`src/rtl/serial_adder_if.sv`:
```
// Operand/result bundle for serial_adder. The optional sub port exists only when
// SERIAL_ADDER_SUB_EN is defined.
interface serial_adder_if #(parameter int WIDTH = 8);
    logic             start;
    logic [WIDTH-1:0] a;
    logic [WIDTH-1:0] b;
`ifdef SERIAL_ADDER_SUB_EN
    logic             sub;
`endif
    logic             busy;
    logic             done;
    logic [WIDTH-1:0] sum;
    logic             carry_out;

`ifdef SERIAL_ADDER_SUB_EN
    modport master (output start, a, b, sub, input busy, done, sum, carry_out);
    modport slave  (input start, a, b, sub, output busy, done, sum, carry_out);
`else
    modport master (output start, a, b, input busy, done, sum, carry_out);
    modport slave  (input start, a, b, output busy, done, sum, carry_out);
`endif
endinterface

```
`src/rtl/serial_adder.sv`:
```
// Bit-serial adder: one full-add per clock, LSB first, WIDTH-bit sum plus carry-out.
// Define SERIAL_ADDER_SUB_EN to add a sub input that computes a-b instead of a+b.
module serial_adder #(
    parameter int WIDTH = 8
) (
    input logic             clk,
    input logic             rst,
    serial_adder_if.slave   bus
);

    localparam int CW = (WIDTH > 1) ? $clog2(WIDTH) : 1;
    localparam logic [CW-1:0] LAST_BIT = CW'(WIDTH - 1);

    localparam logic [1:0] IDLE = 2'd0;
    localparam logic [1:0] ADD  = 2'd1;
    localparam logic [1:0] DONE = 2'd2;

    logic [1:0]       state;
    logic [WIDTH-1:0] a_sh;
    logic [WIDTH-1:0] b_sh;
    logic [WIDTH-1:0] res;
    logic             c;
    logic [CW-1:0]    cnt;
    logic [WIDTH-1:0] sum_q;
    logic             cout_q;
    logic             done_q;

    logic             h1_s;
    logic             h1_c;
    logic             h2_s;
    logic             h2_c;
    logic             c_next;
    logic [WIDTH-1:0] b_load;
    logic             c_load;

    // Two cascaded half adders; their carries OR into the next carry.
    assign h1_s   = a_sh[0] ^ b_sh[0];
    assign h1_c   = a_sh[0] & b_sh[0];
    assign h2_s   = h1_s ^ c;
    assign h2_c   = h1_s & c;
    assign c_next = h1_c | h2_c;

`ifdef SERIAL_ADDER_SUB_EN
    // Subtraction is a + ~b + 1: invert B and seed the carry with 1.
    assign b_load = bus.sub ? ~bus.b : bus.b;
    assign c_load = bus.sub;
`else
    assign b_load = bus.b;
    assign c_load = 1'b0;
`endif

    always_ff @(posedge clk) begin
        if (rst) begin
            state  <= IDLE;
            a_sh   <= '0;
            b_sh   <= '0;
            res    <= '0;
            c      <= 1'b0;
            cnt    <= '0;
            sum_q  <= '0;
            cout_q <= 1'b0;
            done_q <= 1'b0;
        end else begin
            done_q <= 1'b0;
            case (state)
                IDLE: begin
                    if (bus.start) begin
                        a_sh  <= bus.a;
                        b_sh  <= b_load;
                        c     <= c_load;
                        cnt   <= '0;
                        res   <= '0;
                        state <= ADD;
                    end
                end
                ADD: begin
                    a_sh <= a_sh >> 1;
                    b_sh <= b_sh >> 1;
                    c    <= c_next;
                    res  <= {h2_s, res[WIDTH-1:1]};
                    cnt  <= cnt + 1'b1;
                    if (cnt == LAST_BIT) begin
                        state <= DONE;
                    end
                end
                DONE: begin
                    sum_q  <= res;
                    cout_q <= c;
                    done_q <= 1'b1;
                    state  <= IDLE;
                end
                default: begin
                    state <= IDLE;
                end
            endcase
        end
    end

    assign bus.busy      = (state == ADD) || (state == DONE);
    assign bus.done      = done_q;
    assign bus.sum       = sum_q;
    assign bus.carry_out = cout_q;

endmodule

```
`src/flat_wrapper.sv`:
```
// flat-port wrapper written by rule: the top's interface ports become plain ports
module serial_adder_flat 
#(
    parameter int WIDTH = 8
)
  (clk, rst, bus_start, bus_a, bus_b, bus_busy, bus_done, bus_sum, bus_carry_out);
  serial_adder_if #(.WIDTH(WIDTH)) bus_i ();
  input logic clk;
  input logic rst;
  input wire logic [$bits(bus_i.start)-1:0] bus_start;
  input wire logic [$bits(bus_i.a)-1:0] bus_a;
  input wire logic [$bits(bus_i.b)-1:0] bus_b;
  output wire logic [$bits(bus_i.busy)-1:0] bus_busy;
  output wire logic [$bits(bus_i.done)-1:0] bus_done;
  output wire logic [$bits(bus_i.sum)-1:0] bus_sum;
  output wire logic [$bits(bus_i.carry_out)-1:0] bus_carry_out;
  assign bus_i.start = bus_start;
  assign bus_i.a = bus_a;
  assign bus_i.b = bus_b;
  assign bus_busy = bus_i.busy;
  assign bus_done = bus_i.done;
  assign bus_sum = bus_i.sum;
  assign bus_carry_out = bus_i.carry_out;
  serial_adder #(.WIDTH(WIDTH)) u_core (.clk(clk), .rst(rst), .bus(bus_i));
endmodule
```
`config.mk`:
```
export PLATFORM = sky130hd
export DESIGN_NAME = serial_adder_flat
export DESIGN_NICKNAME = d
export VERILOG_FILES = /design/src/rtl/serial_adder_if.sv /design/src/rtl/serial_adder.sv /design/src/flat_wrapper.sv
export SDC_FILE = /design/constraint.sdc
export NUM_CORES = 1
export LEC_CHECK = 0
export CAP_MARGIN = 15
export CORE_ASPECT_RATIO = 0.5
export CORE_MARGIN = 8
export CORE_UTILIZATION = 40
export CTS_BUF_LIST = sky130_fd_sc_hd__clkbuf_8
export CTS_CLUSTER_DIAMETER = 80
export DETAILED_ROUTE_END_ITERATION = 16
export SETUP_SLACK_MARGIN = 0.3
export SYNTH_ARGS = -nofsm -noshare
export SYNTH_HDL_FRONTEND = slang
export SYNTH_SLANG_ARGS = --single-unit
```
`constraint.sdc`:
```
create_clock -name clk -period 3.5 [get_ports clk]
set_clock_uncertainty 0.05 [all_clocks]
set_input_delay 0.7 -clock clk [delete_from_list [all_inputs] [get_ports clk]]
set_output_delay 0.7 -clock clk [all_outputs]
set_load 0.01 [all_outputs]
```
==> results.sh <==
export IMPL_power_mw=1.01
export IMPL_seq_area_um2=801
export IMPL_ys_async_sr_fraction_pct=0
export IMPL_htreeDepth=2
export IMPL_hold_path_class="reg -> reg"
export IMPL_clock_fmax_mhz=439
export IMPL_hpwlAfterDp_um=2190
export IMPL_worstSetupPathType="reg -> out"
export IMPL_grt_use_total_pct=9.66
export IMPL_syn_area_um2=1750
export IMPL_power_density_nw_per_um2=470
export IMPL_via_per_inst=4.90
export IMPL_antenna_cells=0
export IMPL_wire_per_inst_um=13.1
export IMPL_drv_cap=0
export IMPL_yosysMostFrequentCell="dfxtp_1"
export IMPL_coreArea_um2=4300
export IMPL_rsz0062_at_grt="no"
export IMPL_cp_cell_sequence="inv_1 > ha_1 > clkdlybuf4s50_1"
export IMPL_vdd_drop_max_v=0.000214
export IMPL_crit_path_end_kind="primary output"
export IMPL_root_buffer="clkbuf_8"
export IMPL_syn_area_per_cell_um2=10.6
export IMPL_yosysSeqAreaShare_pct=45.9
export IMPL_grt_pass1_vias=1223
export IMPL_synth_common_cells="dfxtp_1 (40), nor2_1 (37), mux2i_1 (24), a211oi_2 (14), a32oi_1 (12)"
export IMPL_cts_tree="yes"
export IMPL_synth_cell_types=25
export IMPL_ys_dominant_reg_cell="dfxtp_1"
export IMPL_drive_gt1_share_pct=13.5
export IMPL_synth_area_top_cells="dfxtp_1 (46%), mux2i_1 (14%), a211oi_2 (10%)"
export IMPL_antenna_found_initial=0
export IMPL_critPathSlowestCell="clkdlybuf4s50_1"
export IMPL_setup_viol=0
export IMPL_start_util_pct=40.6
export IMPL_r2r_slack_ns=1.43
export IMPL_die_h_um=62.7
export IMPL_gp_congestion=0.678
export IMPL_insertion_delay_ns=0.29
export IMPL_io_pins=30
export IMPL_chipWidth_um=109
export IMPL_gr_total_overflow=0
export IMPL_fin_crit_sh_pct=65.0
export IMPL_ctsResizeCount=0
export IMPL_num_vias=1220
export IMPL_max_stage_delay_ns=0.53
export IMPL_drc=0
export IMPL_worst_slew_pin_slew_ns=0.838
export IMPL_fin_hold_ws_ns=0.435
export IMPL_area_growth_pct=23.2
export IMPL_synthCells=165
export IMPL_clkTransAtPathRegs_ns=0.08
export IMPL_grt_start_max_net_pins=41
export IMPL_io_buffers=29
export IMPL_synth_edf_count=0
export IMPL_path_max_fanout=3
export IMPL_yosysTopAreaCell="dfxtp_1"
export IMPL_postSynthRegisterBits=40
export IMPL_arrival_ns=1.53
export IMPL_nets=216
export IMPL_cts_buffers_inserted=5
export IMPL_post_route_cell_area_um2=2150
export IMPL_dr_first_iter_drc_count=39
export IMPL_power_leakage_nw=0.778
export IMPL_multi_input_area_um2=846
export IMPL_tns_ns=0
export IMPL_required_ns=2.75
export IMPL_outcome="finished, final reports clean"
export IMPL_finalHoldViolCount=0
export IMPL_fillerInstances=409
export IMPL_max_slew_margin_pct=44.2
export IMPL_synth_warnings=0
export IMPL_cts_sinks=40
export IMPL_cts_setup_buffers=0
export IMPL_wirelength_um=3250
export IMPL_firstDrtPassIters=4
export IMPL_ant_nets=0
export IMPL_synth_top_area_share_pct=45.9
export IMPL_rows=17
export IMPL_cts_hold_buf=0
export IMPL_dieArea_um2=6860
export IMPL_clockBufferDepth=2
export IMPL_final_max_slew_viol_count=0
export IMPL_startpoint_type="flop"
export IMPL_syn_nets=190
export IMPL_fin_crit_ns=2.28
export IMPL_placedInstanceArea_um2=2040
export IMPL_grt_pass1_wl_um=5460
[per-stage QoR]
step / util, % / std cells / setup WS (ns)
2_1_floorplan: - / 165 / 1.96
3_3_place_gp: 47.5 / 241 / 1.35
3_5_place_dp: 47.5 / 241 / 1.33
4_1_cts: 50.0 / 249 / 1.21
5_1_grt: 50.0 / 249 / 1.14
6_report: 50.0 / 249 / 1.22
[cells in the final DEF (no fill, tap or decap), drive strengths merged]
master,Yosys,final
a211oi,15,15
a21oi,4,4
a32oi,12,12
buf,12,3
bufinv,0,1
clkbuf,1,5
clkdlybuf4s50,0,29
clkinv,0,1
dfxtp,40,40
fa,1,1
ha,5,5
inv,3,4
mux2,1,1
mux2i,24,24
nand2,1,1
nand2b,2,2
nand3,1,1
nand3b,1,1
nor2,37,37
nor2b,3,3
nor3,1,1
o21ai,1,1
[layout make-up]
cell class / count / share of cell area (%)
sequential: 40 / 37.3
tap: 57 / 3.32
multi-input combinational: 109 / 39.3
clock inverter: 3 / 1.80
clock buffer: 5 / 3.20
timing repair buffer: 32 / 14.6
inverter: 3 / 0.524
[sequential cells by signal, summed over array words and instances (netlist names)]
register	flops
u_core.bus.sum	8
u_core.c	1
u_core.b_sh	8
u_core.cnt	3
u_core.a_sh	8
u_core.bus.done	1
u_core.res	8
u_core.state	2
u_core.bus.carry_out	1
[cell families after synthesis]
logic type / count (synthesis) / synth area share [%]
AO/OA/AOI/OAI: 32 / 18.1
adder cells (fa/ha/maj): 6 / 4.73
buffers and inverters: 16 / 5.66
flip-flops: 40 / 45.9
multiplexers: 25 / 14.6
AND/OR/NAND/NOR: 46 / 11.0
[layer usage]
| metal | routed length [um] | vias up | global-route usage (%) |
|---|---|---|---|
| li1 | - | 636 | - |
| met3 | 175 | 5 | 3.60 |
| met4 | 38 | 0 | 4.01 |
| met1 | 1580 | 561 | 11.8 |
| met2 | 1460 | 18 | 14.8 |
| met5 | 0 | - | 0 |
[power breakdown]
part / internal, mW / total, mW / switching [mW] / leakage [nW]
clock: 0.209 / 0.365 / 0.156 / 0.0593
combinational: 0.0712 / 0.155 / 0.0835 / 0.392
sequential: 0.478 / 0.491 / 0.0130 / 0.326
[path summary, 6_finish.rpt]
check / startpoint / end / depth (start not counted)
max: u_core.state[0] / bus_busy / 3
min: u_core.cnt[0] / u_core.cnt[0] / 2
max reg2reg: u_core.state[1] / u_core.b_sh[0] / 5
min reg2reg: u_core.cnt[0] / u_core.cnt[0] / 2
[critical path, delay by kind of cell, from the launching register on]
kind       cells  cell delay, ns
fa+ha+maj      1            0.27
flops          1            0.37
buf+inv        2            0.60
No activity file was read; power rests on OpenSTA's default activity.
